===== config.mk =====
export PLATFORM = sky130hd
export DESIGN_NAME = instr_fetch_unit
export DESIGN_NICKNAME = d
export VERILOG_FILES = /design/src/rtl/instr_fetch_unit.sv
export SDC_FILE = /design/constraint.sdc
export NUM_CORES = 1
export LEC_CHECK = 0
export BUFFER_PORTS_ARGS = -buffer_cell sky130_fd_sc_hd__buf_2
export CAP_MARGIN = 10
export CORE_MARGIN = 2
export CORE_UTILIZATION = 55
export DETAILED_ROUTE_END_ITERATION = 16
export GPL_ROUTABILITY_DRIVEN = 1
export MAX_ROUTING_LAYER = met4
export PLACE_DENSITY = 0.79
export REMOVE_ABC_BUFFERS = 1
export SYNTH_ARGS = -nofsm -noshare
export SYNTH_HDL_FRONTEND = slang
export SYNTH_SLANG_ARGS = --single-unit
export TNS_END_PERCENT = 30

===== constraint.sdc =====
create_clock -name i_clk -period 7.18 [get_ports i_clk]
set_input_delay 0.718 -clock i_clk [delete_from_list [all_inputs] [get_ports i_clk]]
set_output_delay 0.718 -clock i_clk [all_outputs]
set_load 0.01 [all_outputs]

===== src/rtl/instr_fetch_unit.sv =====
// instr_fetch_unit: MIPS IF stage with one outstanding imem fetch, a PC+4 tagged queue,
// decode stall back-pressure and branch/jump redirect flush.
module instr_fetch_unit #(
  parameter int          QDEPTH   = 2,
  parameter logic [31:0] RESET_PC = 32'h0
) (
  input  logic        i_clk,
  input  logic        i_rst_n,
  output logic        o_imem_req,
  output logic [31:0] o_imem_addr,
  input  logic        i_imem_ready,
  input  logic        i_imem_rvalid,
  input  logic [31:0] i_imem_rdata,
  input  logic        i_redirect,
  input  logic [31:0] i_redirect_pc,
  input  logic        i_stall,
  output logic        o_if_valid,
  output logic [31:0] o_if_instr,
  output logic [31:0] o_if_pcplus4
);
  localparam int AW = $clog2(QDEPTH);
  localparam logic [AW+1:0] QD = (AW+2)'(QDEPTH);
  typedef enum logic [1:0] {IDLE, WAIT, DISCARD} state_t;
  state_t r_state, w_next;
  logic [31:0] r_pc, r_pend;
  logic [31:0] r_instr [QDEPTH];
  logic [31:0] r_pc4 [QDEPTH];
  logic [AW-1:0] r_head, r_tail;
  logic [AW:0] r_count;
  logic w_accept, w_push, w_pop, w_wait;
  assign o_imem_addr  = {2'b00, r_pc[31:2]};
  assign o_if_valid   = r_count != '0;
  assign o_if_instr   = r_instr[r_head];
  assign o_if_pcplus4 = r_pc4[r_head];
  assign w_wait       = r_state == WAIT;
  // the in-flight fetch reserves a queue slot so a response can always be pushed
  always_comb begin
    o_imem_req = i_rst_n & !i_redirect & (({1'b0, r_count} + {{(AW+1){1'b0}}, w_wait}) < QD)
                 & (r_state == IDLE | (w_wait & i_imem_rvalid));
    w_accept = o_imem_req & i_imem_ready;
    w_push   = w_wait & i_imem_rvalid & !i_redirect;
    w_pop    = o_if_valid & !i_stall & !i_redirect;
    w_next   = i_redirect ? ((r_state != IDLE && !i_imem_rvalid) ? DISCARD : IDLE)
             : w_accept ? WAIT
             : (i_imem_rvalid && r_state != IDLE) ? IDLE : r_state;
  end
  always_ff @(posedge i_clk) r_state <= i_rst_n ? w_next : IDLE;
  always_ff @(posedge i_clk) begin
    if (!i_rst_n) begin
      r_pc   <= RESET_PC;
      r_pend <= '0;
    end else if (i_redirect) begin
      r_pc <= {i_redirect_pc[31:2], 2'b00};
    end else if (w_accept) begin
      r_pc   <= r_pc + 32'd4;
      r_pend <= r_pc + 32'd4;
    end
  end
  // flushed entries are zeroed so no pre-redirect instruction lingers on if_instr
  always_ff @(posedge i_clk) begin
    if (!i_rst_n || i_redirect) begin
      r_head  <= '0;
      r_tail  <= '0;
      r_count <= '0;
      for (int i = 0; i < QDEPTH; i++) begin
        r_instr[i] <= '0;
        r_pc4[i]   <= '0;
      end
    end else begin
      if (w_push) begin
        r_instr[r_tail] <= i_imem_rdata;
        r_pc4[r_tail]   <= r_pend;
        r_tail          <= r_tail + 1'b1;
      end
      if (w_pop) r_head <= r_head + 1'b1;
      r_count <= r_count + {{AW{1'b0}}, w_push} - {{AW{1'b0}}, w_pop};
    end
  end
endmodule


==> impl_metrics.toml, run 1 <==
[timing]
tightest_slew_ns = 1.06
skew_ns = 0.00722
period_minus_slack_ns = 3.44
setup_violations = 0
fin_crit_sh_pct = 48.0
tns_ns = 0
fin_ws_ns = 3.74
slew_viol_final = 0
slew_headroom_pct = 28.9
rsz0062_at_grt = "no"
max_clock_freq_mhz = 290
hold_viol_final = 0

[floorplanning]
dieArea_um2 = 16900
fp-row-count = 46
core_area_um2 = 15700
die_w_um = 130
start_util_pct = 55.7
io_pins = 168
die_h_um = 130

[final_layout]
final_cell_count_no_fill = 1120
fillers = 1214
nNetsFinal = 964
antenna_cells = 0
area_growth_pct = 17.3
multi_input_area_um2 = 3470
drive_above_1_share_pct = 30.1
final-seq-area_um2 = 5070

[global_routing]
track_usage_pct = 22.8
gr-total-overflow = 0
grt_start_max_net_pins = 62
antenna_found_initial = 0
grt_pass1_wl_um = 28500
grt_pass1_vias = 5653

[worst_setup_path]
worstSetupStartpointType = "input port"
reg2reg_from = "r_state[1]"
crit_start = "i_rst_n"
path_common_cell = "buf_2"
worstPathMaxFanout = 61
regToRegSetupSlack_ns = 4.42
slowest_delay_ns = 0.71
cp_data_arrival_time_ns = 2.73
crit_chain = "buf_2 -> nand2_1 -> a2111oi_0 -> buf_2"
reg2regPathDepth = 6
end_kind = "output pin"
crit_required_ns = 6.46
reg2reg_to = "r_pend[31]"
slowest_stage = "buf_2"
crit_type = "input port to output pin"

[min_path]
min_from = "r_pend[26]"
whs_path_depth = 2
hold_path_class = "flip-flop to flip-flop"
hold-path-endpoint = "r_pend[26]"

[yosys]
synthArstFlopShare_pct = 0
ys.warnings.count = 0
syn_inst = 754
syn-mean-instance-area_um2 = 11.6
yosysUniqueCellTypes = 49
synth-seq-cells = 191
synth_edf_count = 124
netlist_area_um2 = 8750
yosysSeqAreaShare_pct = 57.9
ys.flop_type = "edfxtp_1"

[clocking]
cts.clk_slew.worst_paths_ns = 0.06
h-tree-depth = 4
ctsResizeCount = 0
clk_latency_ns = 0.43
cts-root-buf = "clkbuf_16"
hold_buffers = 0
clk_path_buf_depth = 2
cts_buffers = 17
post-cts-setup-buffer-count = 0
cts_tree = "done"
cts.sinks = 191

[drt]
wire_per_inst_um = 16.6
via_per_inst = 5.45
drtIter0Drc = 382
ant_nets = 0
vias = 6102
wl_um = 18600
remaining_drc_errors = 0
first_pass_iters = 5

[outcome]
status = "completed"

[pwr]
ir_drop_mv = 0.189
p_total_uw = 2330
p_leak_uw = 0.00427
p_per_area_nw_per_um2 = 227

[placement]
dp.cells = 1088
dp_hpwl_um = 12200
post-place-ws_ns = 3.35
io_buffers = 161
routabilityCongestion = 0.825

[job]
maxCapViolCount = 0
==> logic make-up (layout without fill, tap and decap cells) <==
group / after synthesis / count (layout) / synth area share [%]
compound gates: 114 / 114 / 7.28
xor+xnor: 51 / 51 / 5.11
fa+ha+maj: 3 / 3 / 0.429
buf+inv: 58 / 205 / 2.83
flops: 191 / 191 / 57.9
mux: 63 / 63 / 8.10
other cells: 1 / 4 / 0.0429
simple gates: 273 / 273 / 18.3
==> where the power goes <==
| group | leakage (uW) | internal [uW] | switching (uW) | total, uW |
|---|---|---|---|---|
| Combinational | 0.00206 | 71.8 | 97.6 | 169 |
| Clock | 0.000274 | 510 | 399 | 909 |
| Sequential | 0.00194 | 1220 | 35.0 | 1250 |
| Total | 0.00427 | 1800 | 531 | 2330 |
==> synthesized netlist by cell type, types with 15 or more instances <==
| cell type | count | area (um^2) |
|---|---|---|
| nand4_1 | 15 | 93.8 |
| edfxtp_1 | 124 | 3720 |
| nand3_1 | 15 | 75.1 |
| nand2_1 | 42 | 158 |
| xor2_1 | 24 | 210 |
| o21ai_0 | 56 | 280 |
| dfxtp_1 | 67 | 1340 |
| clkbuf_1 | 37 | 139 |
| a21oi_1 | 36 | 180 |
| and2_1 | 134 | 838 |
| xnor2_1 | 27 | 236 |
| mux2_2 | 62 | 698 |
| nor2_1 | 20 | 75.1 |
==> registers in the layout (all words and copies together) (netlist names), named ones only <==
name,flops
r_head,1
r_instr,64
r_pend,30
r_tail,1
r_count,2
r_pc4,60
r_pc,30
r_state,2
==> stage by stage <==
step                area, um^2  utilization (%)  hold slack, ns
floorplan                 8520                -           0.430
global placement          9690             61.7           0.451
detailed placement        9690             61.7           0.455
CTS                      10300             65.3           0.470
global route             10300             65.3           0.510
finish                   10300             65.3           0.468
==> per-layer routing <==
| layer | vias to the layer above | global-route usage, % | share of wire [%] |
|---|---|---|---|
| met3 | 23 | 4.72 | 7.3 |
| met5 | - | - | 0 |
| met4 | 0 | 7.53 | 1.3 |
| li1 | 2944 | - | - |
| met1 | 2917 | 28.7 | 43 |
| met2 | 218 | 37.2 | 48 |
==> cells in the final DEF (no fill, tap or decap), drive strengths merged, types with 2 or more instances in the layout <==
cell,instances
buf,169
and2,134
edfxtp,124
dfxtp,67
mux2,62
o21ai,57
nand2,42
a21oi,36
xnor2,27
xor2,24
nor2,20
clkbuf,17
nand4,17
nand3,15
and3,8
nor3,8
clkinv,8
and4,6
o211a,6
inv,6
nor3b,5
a31oi,5
conb,4
nor4,4
nand2b,3
or4,3
ha,3
clkinvlp,3
a21boi,3
nand3b,2
nor2b,2
o211ai,2
bufinv,2
==> area by class of cell <==
cell class | instances | area share, %
clock buffers | 17 | 4.15
clock inverters | 15 | 1.41
inverters | 4 | 0.146
multi-input cells | 508 | 33.8
flip-flops and latches | 191 | 49.4
well taps | 216 | 2.63
repair buffers | 169 | 8.44
==> critical path, delay by kind of cell <==
| kind | cells | cell delay [ns] |
|---|---|---|
| buffers and inverters | 2 | 0.92 |
| AO/OA/AOI/OAI | 1 | 0.53 |
| AND/OR/NAND/NOR | 1 | 0.55 |
==> worst max path at each step <==
stage,depth (start not counted),end
3_3_place_gp,5,r_instr[0][24]
4_1_cts,4,o_imem_req
6_report,4,o_imem_req
3_5_place_dp,5,r_instr[0][31]
2_1_floorplan,2,r_instr[0][0]
5_1_grt,4,o_imem_req
Note: power is estimated with default switching activity, not from simulation.
==> run 2, diff against run 1 <==
clock period = 3.2 ns   (was 7.18 ns; I/O delays follow)
==> run 2 against run 1 <==
Against the previous run: clock power rose by 110%; clock skew barely moved; utilization rose by 0.23 points; sequential power rose by 120%.
==> impl_metrics.toml, run 2 (synthesis results as in run 1) <==
[final_layout]
mostFrequentLayoutCell = "buf_2"
final_cell_count_no_fill = 1128
top_register = "r_instr"
nNetsFinal = 972
antenna_cells = 0
largestRegisters = "r_instr x64, r_pc4 x60"
largest_reg_flops = 64
final-seq-area_um2 = 5070
multi_input_area_um2 = 3470
most-common-layout-cells = "161 x buf_2, 134 x and2_1, 124 x edfxtp_1, 66 x dfxtp_1, 62 x mux2_2"
fillers = 1240
area_growth_pct = 17.7
drive_above_1_share_pct = 29.8

[clocking]
hold_buffers = 0
ctsResizeCount = 0
clk_path_buf_depth = 2
cts.sinks = 191
cts_tree = "done"
post-cts-setup-buffer-count = 0
cts.clk_slew.worst_paths_ns = 0.07
h-tree-depth = 4
cts-root-buf = "clkbuf_16"
cts_buffers = 17
clk_latency_ns = 0.43

[global_routing]
grt_pass1_wl_um = 28600
gr-total-overflow = 0
antenna_found_initial = 0
track_usage_pct = 22.9
grt_start_max_net_pins = 49
grt_pass1_vias = 5590

[timing]
skew_ns = 0.00755
period_minus_slack_ns = 2.49
setup_violations = 0
max_clock_freq_mhz = 401
tightest_slew_ns = 0.983
slew_viol_final = 0
rsz0062_at_grt = "no"
hold_viol_final = 0
whs_ns = 0.144
fin_crit_sh_pct = 78.0
slew_headroom_pct = 34.0
fin_ws_ns = 0.705

[drt]
wire_per_inst_um = 16.6
wl_um = 18800
via_per_inst = 5.37
first_pass_iters = 5
remaining_drc_errors = 0
drt-met1-wl_um = 8170
wl_met3_um = 1280
ant_nets = 0
highest-signal-layer = "met4"
drtIter0Drc = 454
wl_met2_um = 9100
vias = 6059

[floorplanning]
die_h_um = 130
fp-row-count = 46
die_w_um = 130
dieArea_um2 = 16900
start_util_pct = 55.7
core_area_um2 = 15700
io_pins = 168

[min_path]
hold-path-endpoint = "r_state[1]"
min_from = "i_imem_rvalid"
hold_path_class = "input port to flip-flop"
whs_path_depth = 2

[worst_setup_path]
regToRegSetupSlack_ns = 0.98
crit_type = "flip-flop to output pin"
reg2reg_to = "r_pc[20]"
crit_required_ns = 2.88
end_kind = "output pin"
worstSetupStartpointType = "flip-flop"
slowest_stage = "dfxtp_2"
cp.buffers_inverters = 2
cp_data_arrival_time_ns = 2.17
reg2reg_from = "r_pc[2]"
slowest_delay_ns = 0.72
worstPathMaxFanout = 26
reg2regPathDepth = 6
crit_chain = "buf_4 -> mux2_2 -> buf_2"
cpLargestDelayFamily = "flip-flops"

[placement]
post-place-ws_ns = 0.948
io_buffers = 161
routabilityCongestion = 0.841
dp.cells = 1096
dp_hpwl_um = 12500

[pwr]
ir_drop_mv = 0.381
p_leak_uw = 0.00429
p_per_area_nw_per_um2 = 496
p_total_uw = 5110

[outcome]
status = "completed"

[job]
maxCapViolCount = 0
run 2: cell types whose count changed in the layout (fill, tap and decap cells not counted):
cell / change
inv_6: -2
buf_4: +6
buf_12: +2
clkinvlp_4: -1
bufinv_16: -1
clkinv_1: -2
clkinv_4: -1
clkbuf_1: +10
clkinv_2: -3
run 2: worst max-delay path by stage:
stage	endpoint	cells after the start
detailed placement	r_instr[1][4]	5
floorplan	r_instr[0][0]	2
finish	o_if_pcplus4[5]	3
CTS	o_if_pcplus4[5]	3
global route	o_if_pcplus4[5]	3
global placement	r_instr[1][24]	5
run 2: report_power, final:
group	total, uW	switching (uW)	internal (uW)
logic	390	222	168
registers	2810	79.0	2730
clock network	1900	832	1070
total	5110	1130	3970
run 2: layout make-up:
class | count | area share, %
clock buffers | 27 | 4.50
clock inverters | 5 | 0.571
inverters | 4 | 0.146
multi-input cells | 508 | 33.7
flip-flops and latches | 191 | 49.2
well taps | 216 | 2.62
repair buffers | 177 | 9.23
run 2: routing by layer:
metal	GRT usage [%]	vias to the layer above
met2	36.6	199
li1	-	2964
met1	29.4	2880
met5	-	-
met3	5.17	16
met4	6.77	0
run 2: metrics by stage:
step	instance area [um^2]	util [%]	TNS (ns)
after floorplan	8520	-	-178.17
after global placement	9780	62.2	0
after detailed placement	9780	62.2	0
after CTS	10300	65.5	0
after global routing	10300	65.5	0
final	10300	65.5	0
run 2: worst reg2reg max path: stages (launching register included):
cell and delay, ns:
dfxtp_1 0.43, ha_1 0.26, and3_1 0.30, and2_1 0.29
nand3_1 0.18, or4_1 0.50, a31oi_1 0.19
==> run 3, diff against run 2 <==
CORE_UTILIZATION = 50   (was 55)
PLACE_DENSITY = 0.76   (was 0.79)
clock period = 2 ns   (was 3.2 ns; I/O delays follow)
==> run 3 against run 2 <==
Against the previous run: worst hold slack worse by 0.12 ns; sequential share of layout area shrank 2.1 points; register-to-register slack lost 0.86 ns; critical path type unchanged.
==> impl_metrics.toml, run 3 (synthesis results as in run 1) <==
[placement]
routabilityCongestion = 0.857
dp.cells = 1135
dp_hpwl_um = 13200
post-place-ws_ns = 0.0477
io_buffers = 161

[clocking]
cts_buffers = 17
h-tree-depth = 4
cts_tree = "done"
cts.clk_slew.worst_paths_ns = 0.07
clk_latency_ns = 0.43
cts.sinks = 191
cts-root-buf = "clkbuf_16"
clk_path_buf_depth = 2

[drt]
remaining_drc_errors = 0
first_pass_iters = 6
ant_nets = 0
vias = 6218
drtIter0Drc = 337
wire_per_inst_um = 16.9
wl_um = 19700
via_per_inst = 5.32

[worst_setup_path]
worstSetupStartpointType = "flip-flop"
crit_chain = "nand2b_1 -> a2111oi_0 -> buf_2"
cp_data_arrival_time_ns = 1.68
slowest_delay_ns = 0.53
crit_required_ns = 1.80
slowest_stage = "a2111oi_0"
end_kind = "output pin"
crit_type = "flip-flop to output pin"
worstPathMaxFanout = 4

[final_layout]
mostFrequentLayoutCell = "buf_2"
area_growth_pct = 23.2
antenna_cells = 0
fillers = 1371
post-route-util_pct = 62.7
drive_above_1_share_pct = 34.0
largest_reg_flops = 64
nNetsFinal = 1003
top_register = "r_instr"
largestRegisters = "r_instr x64, r_pc4 x60"
most-common-layout-cells = "161 x buf_2, 134 x and2_1, 124 x edfxtp_1, 62 x mux2_2, 62 x dfxtp_1"
final_cell_count_no_fill = 1168

[timing]
fin_ws_ns = 0.116
period_minus_slack_ns = 1.88
tightest_slew_ns = 0.506
hold_viol_final = 0
slew_viol_final = 0
rsz0062_at_grt = "no"
skew_ns = 0.0118
tns_ns = 0
whs_ns = 0.0280
setup_violations = 0
max_clock_freq_mhz = 531
fin_crit_sh_pct = 94.2
slew_headroom_pct = 65.4

[pwr]
ir_drop_mv = 0.622
p_per_area_nw_per_um2 = 831
p_leak_uw = 0.00455

[global_routing]
gr-total-overflow = 0
grt_pass1_wl_um = 30200
grt_start_max_net_pins = 63
grt_pass1_vias = 5859
track_usage_pct = 22.1
antenna_found_initial = 0

[job]
maxCapViolCount = 0

[floorplanning]
start_util_pct = 50.9
dieArea_um2 = 18600
core_area_um2 = 17200
die_w_um = 136
fp-row-count = 48
die_h_um = 136
io_pins = 168

[min_path]
hold_path_class = "input port to flip-flop"

[outcome]
status = "completed"
[run 3: cell type report]
class | instances | area, um^2 | area share [%]
clock inverters | 10 | 170 | 1.58
inverters | 4 | 15.0 | 0.139
repair buffers | 208 | 1230 | 11.5
clock buffers | 22 | 507 | 4.70
well taps | 225 | 282 | 2.61
multi-input cells | 508 | 3490 | 32.4
flip-flops and latches | 191 | 5070 | 47.1
[run 3: stage by stage]
step	total power [uW]	cell area, um^2
after CTS	9030	10700
after global placement	5240	10100
after detailed placement	5260	10100
after global routing	9270	10800
after floorplan	4890	8520
final	8950	10800
[run 3: repair_timing]
item                                    CTS  global route
setup buffers                             0             1
resized for setup                         0            10
endpoints found under the setup margin    0            23
hold buffers                              0             0
[run 3: final timing paths]
path	from	end	slack [ns]	depth (start not counted)
max	r_count[0]	o_imem_req	0.12	3
min reg2reg	r_pend[30]	r_pend[30]	0.47	2
max reg2reg	r_pc[10]	r_pc[31]	0.12	5
min	i_imem_rvalid	r_state[1]	0.03	2
[run 3: power by group]
group          internal (uW)  total (uW)  switching, uW  leakage [uW]
combinational            307         699            391       0.00228
sequential              4370        4470            104       0.00194
clock                   2330        3780           1450      0.000329
[run 3: per-layer routing]
metal | part of all wire (%) | wire length, um | vias to the layer above | GRT usage, %
met1 | 43 | 8580 | 2932 | 28.5
met5 | 0 | 0 | - | -
met2 | 47 | 9230 | 241 | 34.9
li1 | - | - | 3015 | -
met3 | 7.8 | 1530 | 30 | 5.22
met4 | 2.0 | 392 | 0 | 6.66
[run 3: critical path: cells and delay by family (launching register included)]
kind | cells | cell delay (ns)
buf+inv | 1 | 0.23
simple gates | 1 | 0.17
flops | 1 | 0.34
compound gates | 1 | 0.53
